`src/rtl/vga_frame_reader.sv`:
```
// Frame-buffer scan-out: 160x120 3-bit buffer upscaled 4x onto 640x480@60 VGA.
// Two-stage pipeline keeps colour, sync, DE and frame_start aligned.
module vga_frame_reader #(
  parameter int AW    = 15,
  parameter int DW    = 3,
  parameter int IMG_W = 160,
  parameter int IMG_H = 120,
  parameter int H_ACT = 640,
  parameter int H_FP  = 16,
  parameter int H_SYN = 96,
  parameter int H_BP  = 48,
  parameter int V_ACT = 480,
  parameter int V_FP  = 10,
  parameter int V_SYN = 2,
  parameter int V_BP  = 33
) (
  input  logic          clk,
  input  logic          rst,
  output logic [AW-1:0] mem_rd_addr,
  input  logic [DW-1:0] mem_rd_data,
  output logic          vga_hsync,
  output logic          vga_vsync,
  output logic          vga_r,
  output logic          vga_g,
  output logic          vga_b,
  output logic          vga_de,
  output logic          frame_start
);

  localparam int H_TOT = H_ACT + H_FP + H_SYN + H_BP;
  localparam int V_TOT = V_ACT + V_FP + V_SYN + V_BP;
  localparam int HW    = $clog2(H_TOT);
  localparam int VW    = $clog2(V_TOT);

  logic [HW-1:0] h_q, h_d;
  logic [VW-1:0] v_q, v_d;
  logic [AW-1:0] base_q, base_d;
  logic [AW-1:0] addr_q;
  logic          de1_q, hs1_q, vs1_q, fs1_q;
  logic          de_q, hs_q, vs_q, fs_q;
  logic          r_q, g_q, b_q;

  logic          h_end, v_end, act0, hs0, vs0, fs0;
  logic          base_step;
  logic [AW-1:0] addr0;

  assign h_end = h_q == HW'(H_TOT - 1);
  assign v_end = v_q == VW'(V_TOT - 1);
  assign act0  = (h_q < HW'(H_ACT)) && (v_q < VW'(V_ACT));
  assign hs0   = (h_q >= HW'(H_ACT + H_FP)) &&
                 (h_q <  HW'(H_ACT + H_FP + H_SYN));
  assign vs0   = (v_q >= VW'(V_ACT + V_FP)) &&
                 (v_q <  VW'(V_ACT + V_FP + V_SYN));
  assign fs0   = (h_q == '0) && (v_q == '0);
  assign addr0 = base_q + AW'(h_q[HW-1:2]);

  // base tracks (v>>2)*IMG_W; it stops advancing after the last stored line
  assign base_step = (v_q[1:0] == 2'd3) &&
                     (v_q[VW-1:2] < (VW-2)'(IMG_H - 1));

  always_comb begin
    h_d    = h_end ? '0 : h_q + HW'(1);
    v_d    = v_q;
    base_d = base_q;
    if (h_end) begin
      v_d = v_end ? '0 : v_q + VW'(1);
      if (v_end)
        base_d = '0;
      else if (base_step)
        base_d = base_q + AW'(IMG_W);
    end
  end

  always_ff @(posedge clk) begin
    if (rst) begin
      h_q    <= '0;
      v_q    <= '0;
      base_q <= '0;
      addr_q <= '0;
      de1_q  <= 1'b0;
      hs1_q  <= 1'b1;
      vs1_q  <= 1'b1;
      fs1_q  <= 1'b0;
      de_q   <= 1'b0;
      hs_q   <= 1'b1;
      vs_q   <= 1'b1;
      fs_q   <= 1'b0;
      r_q    <= 1'b0;
      g_q    <= 1'b0;
      b_q    <= 1'b0;
    end else begin
      h_q    <= h_d;
      v_q    <= v_d;
      base_q <= base_d;
      addr_q <= act0 ? addr0 : '0;
      de1_q  <= act0;
      hs1_q  <= ~hs0;
      vs1_q  <= ~vs0;
      fs1_q  <= fs0;
      de_q   <= de1_q;
      hs_q   <= hs1_q;
      vs_q   <= vs1_q;
      fs_q   <= fs1_q;
      r_q    <= de1_q & mem_rd_data[2];
      g_q    <= de1_q & mem_rd_data[1];
      b_q    <= de1_q & mem_rd_data[0];
    end
  end

  assign mem_rd_addr = addr_q;
  assign vga_hsync   = hs_q;
  assign vga_vsync   = vs_q;
  assign vga_de      = de_q;
  assign frame_start = fs_q;
  assign vga_r       = r_q;
  assign vga_g       = g_q;
  assign vga_b       = b_q;

endmodule

```
`config.mk`:
```
export PLATFORM = sky130hd
export DESIGN_NAME = vga_frame_reader
export DESIGN_NICKNAME = d
export VERILOG_FILES = /design/src/rtl/vga_frame_reader.sv
export SDC_FILE = /design/constraint.sdc
export NUM_CORES = 1
export LEC_CHECK = 0
export BUFFER_PORTS_ARGS = -buffer_cell sky130_fd_sc_hd__buf_4
export CAP_MARGIN = 20
export CORE_MARGIN = 3
export CORE_UTILIZATION = 52
export DETAILED_ROUTE_END_ITERATION = 8
export PLACE_DENSITY = 0.72
export SYNTH_ARGS = -nofsm -noshare
export SYNTH_HDL_FRONTEND = slang
export SYNTH_SLANG_ARGS = --single-unit
```
`constraint.sdc`:
```
create_clock -name clk -period 1.7 [get_ports clk]
set_input_delay 0.17 -clock clk [delete_from_list [all_inputs] [get_ports clk]]
set_output_delay 0.17 -clock clk [all_outputs]
set_load 0.01 [all_outputs]
```
### After elaboration in Yosys (flattened, before gate mapping)

Cells that the tools add are included.

| operators by class | value |
|---|---|
| eq/ne operators | 3 |
| magnitude comparators | 7 |
| reductions and logical operators | 11 |
| bitwise operators | 6 |
| mux-type cells | 3 |
| add/subtract/negate cells | 4 |

Operator list:

| kind | number |
|---|---|
| 15-bit two-way mux | 2 |
| 10-bit by 1-bit adder with 10-bit output (second input constant) | 2 |
| 10-bit == test (second input constant) | 2 |
| 10-bit logical NOT | 2 |
| 10-bit less-than comparator (second input constant) | 2 |
| 10-bit by 9-bit less-than comparator with 1-bit output (second input constant) | 2 |
| 15-bit by 8-bit adder with 15-bit output | 1 |
| 15-bit by 8-bit adder with 15-bit output (second input constant) | 1 |
| 10-bit greater-or-equal comparator (second input constant) | 1 |
| 10-bit by 9-bit greater-or-equal comparator with 1-bit output (second input constant) | 1 |
| 10-bit two-way mux | 1 |
| 8-bit by 7-bit less-than comparator with 1-bit output (second input constant) | 1 |
| 1-bit logical AND | 5 |
| 2-bit OR reduction | 2 |
| 1-bit AND | 3 |
| 1-bit inverter | 3 |
| 2-bit == test (second input constant) | 1 |
| 2-bit AND reduction | 1 |
| 2-bit nonzero test | 1 |

| storage, ports and cells | value |
|---|---|
| register bits | 61 |
| output and inout bits | 22 |

### Depth between registers and ports, before layout

Gate-level depths: netlist (run 1).

| depth | value |
|---|---|
| depth after elaboration | 4 |
| mapped depth | 8 |
| mapped depth without buffers | 7 |

### Least setup slack after synthesis (run 1)

OpenSTA, ideal clock, no wires.

| timing path | value |
|---|---|
| path type | register to register |
| from | reg h_q[0] |
| to | reg base_q[12] |
| buffers on the path | 0 |
| data arrival time | 1.831 ns |
| path slack | -0.205 ns |
| clock period less this slack | 1.905 ns |
| stages on the path, launching flop included | 7 |
| path through | dfxtp_1 -> ha_1 -> nand4_1 -> nor3_4 -> nand2_1 -> or4_1 -> a31oi_1 |

| on the way | value |
|---|---|
| longest elaborated chain between the ends | 2 |

Ends and longest elaborated chain:

| element | line | text |
|---|---|---|
| from (decl) | 35 | `logic [HW-1:0] h_q, h_d;` |
| from (signal assigned) | 76 | `h_q <= '0;` |
| from (signal assigned) | 92 | `h_q <= h_d;` |
| 10-bit == test | 47 | `assign h_end = h_q == HW'(H_TOT - 1);` |
| 2-bit AND reduction (no line) | n/a |  |
| to (signal assigned) | 94 | `base_q <= base_d;` |
| to (decl) | 37 | `logic [AW-1:0] base_q, base_d;` |

Every way passes these cells.
A chain may end at the register's enable or synchronous reset.

### Final worst setup path (run 1)

| timing path | value |
|---|---|
| from | reg h_q[0] |
| to | reg base_q[10] |

The elaborated chain is that of the path after synthesis.

==> metrics.cfg, run 1 <==
[drt]
wl_per_cell_um=13.7
route.detailed.drc=0
route.met2.wl_mm=2.66
drt_iter0_markers=120
viasPerCell=5.44
drt-total-wl_mm=5.38
wl_met3_um=203
top_layer=met4
final_antenna_net_count=0
wl_met1_mm=2.47
dr.pass1.iters=4
vias=2143

[worst_setup_path]
cp_max_fo=7
startpoint=h_q[0]$_SDFF_PP0_
worst_setup_path_end_kind=register
critPathArrivalTime_ps=2000
start_kind=register
r2r-start=h_q[0]$_SDFF_PP0_
criticalPathCategory=register to register
required_ps=1950

[finish]
final_layout_size_suffix_gt1_share_pct=32.7
final_area_um2=3210
layout_commonest_cell=buf_4
fin_nets=354
antenna_cells=0
num-fill-cells=333
syn_to_final_growth_pct=34.0
final_cell_mix=buf_4 (68), dfxtp_1 (50), nor2_1 (29)

[synthesis]
synth_area_um2=2390
yosysSeqAreaShare_pct=46.8
synth_warnings=0
syn_avg_cell_area_um2=8.83
syn_nets=284
ys_async_sr_fraction_pct=0
synth-edff-count=0
postSynthCellCount=271
ys_types=38
synthFlopType=dfxtp_1
ys_ff_latch=56

[clock_network]
cts_root_buf=clkbuf_8
clk_pin_slew_ps=100
cts_tree=built
clkSinkCount=56
cts_max_path_buffers=2
numCtsBuffers=5
htreeDepth=2
insertion_delay_ps=310

[sta]
layout_setup_ws_ps=-47.8
hold_violations=0
period_needed_ps=1750
clock_skew_ps=3.40
post-route-period-util_pct=103
slew_headroom_pct=75.3
tightest_slew_ps=365
slew_viol_final=0
finalSetupViolations=6
grt_setup_unrepaired=yes
fmax_mhz=572

[pwr]
power_density_nw_per_um2=686
total_power_mw=2.20
leakagePower_nw=1.30
ir_drop_mv=0.442

[placement]
io_buffers=26
place_ws_ps=-70.6
post_dp_cell_area_um2=2980
hpwl_mm=3.90
place_congestion=0.867

[global_route]
grtUsageTotal_pct=21.3
grt_pass1_wl_mm=9.11
grt_max_degree=19
antenna_found_initial=0
gr-total-overflow=0
first_global_vias=1992

[run_status]
violations=negative setup slack
status=finished, violations left

[die]
initial_utilization_pct=54.2
die_h_um=73.8
io_pins=27
rows=24
fp.coreArea_um2=4410
fp.dieW_um=73.8
dieArea_um2=5450

[job]
maxCapViolCount=0

[min_path]
min-delay-start=mem_rd_data[2]
min_path_type=input port to register

-- synth_stat cells, types with 5 or more instances --
| library cell | n | share of area, % |
|---|---|---|
| inv_1 | 11 | 1.7 |
| xor2_1 | 5 | 1.8 |
| or3_1 | 6 | 1.6 |
| clkbuf_1 | 6 | 0.94 |
| nand3_1 | 14 | 2.9 |
| dfxtp_1 | 56 | 47 |
| nor2_1 | 33 | 5.2 |
| nand2_1 | 15 | 2.4 |
| a21oi_1 | 13 | 2.7 |
| xnor2_1 | 15 | 5.5 |
| and2_1 | 9 | 2.4 |
| nand4_1 | 10 | 2.6 |
| o21ai_0 | 11 | 2.3 |
| or4_1 | 6 | 1.9 |
| ha_1 | 8 | 4.2 |
| nor3_1 | 14 | 2.9 |
-- routing by layer --
layer / up-vias / GRT usage [%]
li1: 1090 / -
met5: - / 0
met1: 1009 / 27.2
met2: 40 / 36.9
met3: 4 / 3.69
met4: 0 / 5.43
-- repair_timing --
action | in CTS | in global routing
cloned | 1 | 0
endpoints found under the setup margin | 17 | 25
resized for setup | 10 | 13
buffers inserted | 2 | 2
hold buffers | 0 | 0
pin swaps | 3 | 6
-- power breakdown --
part / internal, mW / switching (mW) / total, mW
logic: 0.0571 / 0.0563 / 0.113
clock network: 0.293 / 0.444 / 0.738
registers: 1.33 / 0.0140 / 1.35
-- logic make-up (layout without fill, tap and decap cells) --
kind of cell,Yosys count,after routing,share of synthesized area (%)
fa+ha+maj,8,8,4.18
buf+inv,21,91,3.76
xor+xnor,20,20,7.32
simple gates,128,129,28.3
flops,56,56,46.8
compound gates,38,38,9.57
-- state kept, by name, indices dropped and copies added (netlist names) --
| name | cells |
|---|---|
| vs1_q | 1 |
| frame_start | 1 |
| v_q | 10 |
| base_q | 10 |
| vga_g | 1 |
| de1_q | 1 |
| fs1_q | 1 |
| vga_b | 1 |
| vga_hsync | 1 |
| vga_r | 1 |
| hs1_q | 1 |
| mem_rd_addr | 15 |
| h_q | 10 |
| vga_vsync | 1 |
| vga_de | 1 |
-- final timing paths --
| check | depth (start not counted) | slack [ps] | end |
|---|---|---|---|
| setup / recovery | 6 | -50 | base_q[10]$_SDFFE_PP0P_ |
| hold reg to reg | 1 | 420 | vga_hsync$_SDFF_PP1_ |
| hold / removal | 2 | 50 | vga_r$_SDFF_PP0_ |
| setup reg to reg | 6 | -50 | base_q[10]$_SDFFE_PP0P_ |
-- final cells by class --
cell class / instances / area [µm²] / area share [%]
clock inverter: 3 / 21.3 / 0.663
clock buffer: 5 / 68.8 / 2.15
multi-input combinational: 195 / 1320 / 41.0
timing repair buffer: 72 / 564 / 17.6
inverter: 11 / 41.3 / 1.29
tap: 52 / 65.1 / 2.03
sequential: 56 / 1130 / 35.3
-- stage by stage --
stage,hold WS (ps),setup TNS (ps),std cells,utilization (%)
finish,53.1,-90.6,394,72.6
global route,52.2,-1550,394,72.6
CTS,47.0,-168,392,71.1
detailed placement,377,-241,381,67.6
global placement,375,-69.8,381,67.6
floorplan,292,-297,271,-
-- critical path, stage by stage, from the launching register on --
cell,delay (ps)
dfxtp_2,360
ha_4,140
nand4_1,100
buf_6,160
or3_4,440
or4_1,400
o21ai_1,80
Power figures use the tool's default switching activity.
==> run 2, diff against run 1 <==
- SETUP_SLACK_MARGIN: default -> 0.02
==> run 2 against run 1 <==
  * The run still ends with negative setup slack left
  * Register-to-register slack lost 120 ps
  * Non-clock buffer count grew 10
  * Combinational power grew 11%
  * Cell count grew 2.3%
  * Hold slack gained 5.4 ps
  * Sequential share of layout area shrank 1.9 points
  * Count of clock-buffer cells in the layout grew 2
  * Core utilization grew 4.0 points
  * Fmax shrank 6.2%
  * Sequential cell count is the same
  * Critical path type unchanged
==> metrics.cfg, run 2 (synthesized netlist as in run 1, its figures left out) <==
[clock_network]
clkSinkCount=56  ; unchanged
holdBufCountCts=0  ; unchanged
cts_tree=built
cts_root_buf=clkbuf_8
htreeDepth=2  ; unchanged
numCtsBuffers=5  ; unchanged
insertion_delay_ps=310  ; about the same
clk_pin_slew_ps=100  ; about the same
cts_max_path_buffers=2  ; unchanged

[finish]
fin_nets=363  ; +2.5%
stdcell_count=403  ; +2.3%
num-fill-cells=308  ; -7.5%
syn_to_final_growth_pct=41.3
seqCellArea_um2=1130  ; -0.33%
antenna_cells=0  ; unchanged
final_layout_size_suffix_gt1_share_pct=37.3  ; +4.6 points
multi_input_area_um2=1400  ; +6.7%
final_cell_mix=buf_4 (73), dfxtp_1 (51), nor2_1 (26)
largest_register_ffs=15  ; unchanged
final_area_um2=3380  ; +5.5%
layout_commonest_cell=buf_4

[sta]
layout_setup_ws_ps=-163  ; -115 ps
post-route-period-util_pct=110  ; +6.8 points
fin_tns_setup_ps=-808  ; -718 ps
grt_setup_unrepaired=yes
tightest_slew_ps=380  ; +14.9 ps
clock_skew_ps=10.4  ; +7.02 ps
hold_violations=0  ; unchanged
finalSetupViolations=15  ; +9
slew_viol_final=0  ; unchanged
slew_headroom_pct=74.3  ; -1.0 points
period_needed_ps=1860  ; +115 ps
fmax_mhz=537  ; -6.2%
fin_worst_hold_slack_ps=58.5  ; +5.41 ps

[run_status]
status=finished, violations left
violations=negative setup slack

[worst_setup_path]
critPathArrivalTime_ps=2100  ; +100 ps
worst_setup_path_end_kind=register
cp_max_fo=7  ; unchanged
reg2reg_slack_ps=-160  ; -120 ps
start_kind=register
ff2ff_path_depth=4  ; -2
path_delay_family=simple AND/OR/NAND/NOR gates
required_ps=1940  ; about the same
startpoint=h_q[8]$_SDFF_PP0_
cp_slowest_cell=or3_4
rr_endpoint=base_q[10]$_SDFFE_PP0P_
path_cells=or3b_4 -> or3_4 -> or4_1 -> o21ai_1
r2r-start=h_q[8]$_SDFF_PP0_
criticalPathCategory=register to register
slowest_delay_ps=480  ; +40 ps
path_buf_inv=0  ; -1

[pwr]
power_density_nw_per_um2=646  ; -5.8%
leakagePower_nw=1.41  ; +8.5%
ir_drop_mv=0.345  ; -22%

[min_path]
hold_end=vga_g$_SDFF_PP0_
min_path_type=input port to register
min-delay-start=mem_rd_data[1]
whs_path_depth=2  ; unchanged

[die]
dieArea_um2=5450  ; unchanged
die_h_um=73.8  ; unchanged
fp.dieW_um=73.8  ; unchanged
io_pins=27  ; unchanged
fp.coreArea_um2=4410  ; unchanged
initial_utilization_pct=54.2  ; unchanged
rows=24  ; unchanged

[drt]
vias=2217  ; +3.5%
viasPerCell=5.50  ; +1.1%
drt_iter0_markers=165  ; +38%
route.detailed.drc=0  ; unchanged
drt-total-wl_mm=6.00  ; +12%
dr.pass1.iters=4  ; unchanged
wl_per_cell_um=14.9  ; +9.0%
final_antenna_net_count=0  ; unchanged

[global_route]
antenna_found_initial=0  ; unchanged
gr-total-overflow=0  ; unchanged
grtUsageTotal_pct=23.1  ; +1.8 points
grt_max_degree=18  ; -1
first_global_vias=2096  ; +5.2%
grt_pass1_wl_mm=9.75  ; +7.0%

[placement]
dp.cells=379  ; -0.52%
hpwl_mm=3.95  ; +1.5%
place_congestion=0.847  ; -2.4%
io_buffers=26  ; unchanged
post_dp_cell_area_um2=2970  ; -0.50%

[job]
maxCapViolCount=0  ; unchanged

[run 2: cell count changes in the layout (fill, tap and decap cells not counted), sizes merged]
cell      change
clkinvlp      -1
or3           -1
clkbuf        +2
inv           -1
buf          +10
[run 2: how the worst max path moves through the flow]
stage	slack, ps	cells past startpoint	to
6_report	-160	4	base_q[10]$_SDFFE_PP0P_
5_1_grt	-250	7	base_q[12]$_SDFFE_PP0P_
4_1_cts	-110	5	base_q[10]$_SDFFE_PP0P_
3_5_place_dp	-80	7	v_q[9]$_SDFFE_PP0P_
3_3_place_gp	-40	4	base_q[10]$_SDFFE_PP0P_
2_1_floorplan	-100	6	base_q[12]$_SDFFE_PP0P_
[run 2: cell type report]
cell class,count,area share (%)
Clock inverter,1,0.259
Timing Repair Buffer,82,19.6
Tap cell,52,1.92
Clock buffer,7,2.26
Sequential cell,56,33.3
Inverter,11,1.22
Multi-Input combinational cell,194,41.5
[run 2: timing repair]
| action | in CTS | in global routing |
|---|---|---|
| pin swaps | 6 | 24 |
| setup endpoints to repair | 23 | 29 |
| cloned | 0 | 0 |
| gates resized for setup | 16 | 32 |
| buffers inserted | 12 | 6 |
[run 2: metrics by stage]
step / utilization, % / worst slack, ps / power [mW]
5_1_grt: 76.6 / -248 / 2.27
2_1_floorplan: - / -101 / 1.44
6_report: 76.6 / -163 / 2.18
3_5_place_dp: 67.3 / -75.9 / 1.49
3_3_place_gp: 67.3 / -37.3 / 1.49
4_1_cts: 72.5 / -107 / 2.18
[run 2: routing by layer]
metal,vias up,track usage (%),routed length [µm]
met5,-,0,0
met4,0,9.66,131
met3,13,3.69,230
met2,53,39.2,3110
met1,1051,29.0,2530
li1,1100,-,-
[run 2: worst reg2reg max path: stages (launching register included)]
cell and delay [ps]:
dfxtp_2 340, or3b_4 400, or3_4 480, or4_1 480, o21ai_1 100
[run 2: where the power goes]
part	total (mW)	switching, mW	internal, mW
Clock	0.710	0.415	0.295
Sequential	1.35	0.0145	1.34
Combinational	0.125	0.0614	0.0634
Total	2.18	0.490	1.69
==> run 3, diff against run 2 <==
- CORE_UTILIZATION: 52 -> 55
- PLACE_DENSITY: 0.72 -> 0.73
- RECOVER_POWER: default -> 25
- clock period: 1.7 -> 1.8 ns (I/O delays scaled with it)
==> run 3 against run 2 <==
  * The run now ends clean
  * Power shrank 6.7%
  * Routed wire length down 14%
  * Critical path depth up 1
  * Clock power is 6.9% lower
  * Hold slack improved by 16 ps
  * Fmax increased by 6.7%
  * Global-route usage down 1.6 points
  * Largest cell class unchanged
==> metrics.cfg, run 3 (synthesized netlist as in run 1, its figures left out) <==
[run_status]
status=finished clean

[die]
io_pins=27  ; unchanged
initial_utilization_pct=58.6  ; +4.3 points
die_h_um=72.0  ; -2.5%
rows=23  ; -4.2%
fp.dieW_um=72.0  ; -2.5%
fp.coreArea_um2=4090  ; -7.4%
dieArea_um2=5180  ; -5.0%

[job]
maxCapViolCount=0  ; unchanged

[finish]
final_layout_size_suffix_gt1_share_pct=24.7  ; -13 points
layout_commonest_cell=dfxtp_1
antenna_cells=0  ; unchanged
final_cell_mix=dfxtp_1 (50), buf_4 (46), nor2_1 (30)
stdcell_count=378  ; -6.2%
fin_nets=340  ; -6.3%
final_util_pct=72.5  ; -4.1 points
syn_to_final_growth_pct=23.8
largest_register_ffs=15  ; unchanged

[sta]
slew_headroom_pct=76.7  ; +2.4 points
hold_violations=0  ; unchanged
finalSetupViolations=0  ; -15
post-route-period-util_pct=97.0  ; -13 points
fmax_mhz=573  ; +6.7%
period_needed_ps=1750  ; -117 ps
clock_skew_ps=5.70  ; -4.72 ps
layout_setup_ws_ps=53.5  ; +217 ps
grt_setup_unrepaired=yes
fin_tns_setup_ps=0  ; +808 ps
fin_worst_hold_slack_ps=74.0  ; +15.6 ps
slew_viol_final=0  ; unchanged
tightest_slew_ps=344  ; -35.7 ps

[min_path]
min-delay-start=mem_rd_data[0]
hold_end=vga_b$_SDFF_PP0_
whs_path_depth=2  ; unchanged
min_path_type=input port to register

[clock_network]
htreeDepth=2  ; unchanged
cts_root_buf=clkbuf_8
insertion_delay_ps=300  ; about the same
cts_max_path_buffers=2  ; unchanged
clkSinkCount=56  ; unchanged
clk_pin_slew_ps=100  ; about the same
cts_tree=built
numCtsBuffers=5  ; unchanged

[worst_setup_path]
critPathArrivalTime_ps=1990  ; -110 ps
ff2ff_path_depth=5  ; +1
worst_setup_path_end_kind=register
cp_max_fo=4  ; -3
required_ps=2040  ; +100 ps
r2r-start=h_q[6]$_SDFF_PP0_
rr_endpoint=base_q[14]$_SDFFE_PP0P_
criticalPathCategory=register to register
start_kind=register
reg2reg_slack_ps=50  ; +220 ps

[placement]
io_buffers=26  ; unchanged
dp.cells=367  ; -3.2%
place_ws_ps=26.6  ; +103 ps
place_congestion=0.899  ; +6.2%
hpwl_mm=3.75  ; -5.0%

[pwr]
leakagePower_nw=1.14  ; -19%
power_density_nw_per_um2=688  ; +6.5%
p_clk_share_pct=32.4  ; about the same
comb_power_share_pct=5.1  ; -0.6 points
p_sw_share_pct=22.4  ; -0.093 points
internal-power_mw=1.58  ; -6.6%
ir_drop_mv=0.392  ; +14%
p_switching_mw=0.456  ; -7.1%
seq_power_share_pct=62.4  ; +0.6 points

[global_route]
grt_pass1_wl_mm=8.80  ; -9.7%
first_global_vias=1947  ; -7.1%
grt_max_degree=18  ; unchanged
antenna_found_initial=0  ; unchanged
grtUsageTotal_pct=21.5  ; -1.6 points
gr-total-overflow=0  ; unchanged

[drt]
route.detailed.drc=0  ; unchanged
final_antenna_net_count=0  ; unchanged
vias=2113  ; -4.7%
drt_iter0_markers=148  ; -10%
drt-total-wl_mm=5.19  ; -14%
wl_per_cell_um=13.7  ; -7.9%
viasPerCell=5.59  ; +1.6%
dr.pass1.iters=4  ; unchanged

-- run 3: power by group through the flow --
stage,registers (mW),logic [mW],clock network (mW)
after detailed placement,1.30,0.106,0
final,1.27,0.104,0.661
after floorplan,1.30,0.0514,0
after global placement,1.30,0.105,0
after global routing,1.28,0.118,0.726
after CTS,1.27,0.108,0.684
-- run 3: per-stage QoR --
| step | instance area, µm² | total power, mW |
|---|---|---|
| 2_1_floorplan | 2410 | 1.36 |
| 3_3_place_gp | 2840 | 1.41 |
| 3_5_place_dp | 2840 | 1.41 |
| 4_1_cts | 2940 | 2.06 |
| 5_1_grt | 2960 | 2.12 |
| 6_report | 2960 | 2.04 |
-- run 3: area by class of cell --
type / instances / area [µm²]
multi-input cells: 195 / 1250
flip-flops and latches: 56 / 1130
fillers: 345 / 1120
repair buffers: 58 / 390
clock buffers: 5 / 68.8
well taps: 50 / 62.6
inverters: 11 / 41.3
clock inverters: 3 / 18.8
-- run 3: per-layer routing --
| layer | GRT usage (%) | wire (µm) | up-vias |
|---|---|---|---|
| li1 | - | - | 1063 |
| met1 | 27.4 | 2370 | 1004 |
| met2 | 35.7 | 2530 | 39 |
| met3 | 4.71 | 232 | 7 |
| met4 | 8.35 | 59 | 0 |
| met5 | 0 | 0 | - |
-- run 3: worst max-delay path, stage by stage (launching register included) --
cell     delay (ps)
dfxtp_2         330
or3b_4          430
nor3_4          240
nand2_1          80
or4_1           470
a31oi_1         130
-- run 3: how the worst max path moves through the flow --
stage | start | end | cells past startpoint
after global routing | h_q[6]$_SDFF_PP0_ | base_q[14]$_SDFFE_PP0P_ | 5
after floorplan | h_q[6]$_SDFF_PP0_ | base_q[12]$_SDFFE_PP0P_ | 6
after CTS | v_q[1]$_SDFFE_PP0P_ | base_q[14]$_SDFFE_PP0P_ | 5
final | h_q[6]$_SDFF_PP0_ | base_q[14]$_SDFFE_PP0P_ | 5
after detailed placement | v_q[0]$_SDFFE_PP0P_ | base_q[14]$_SDFFE_PP0P_ | 5
after global placement | h_q[5]$_SDFF_PP0_ | v_q[5]$_SDFFE_PP0P_ | 4
-- run 3: what timing repair did --
action	CTS	global route
gates cloned	1	0
hold buffers	0	0
endpoints found under the setup margin	3	22
pin swaps	1	6
buffers inserted	1	1
gates resized for setup	1	18
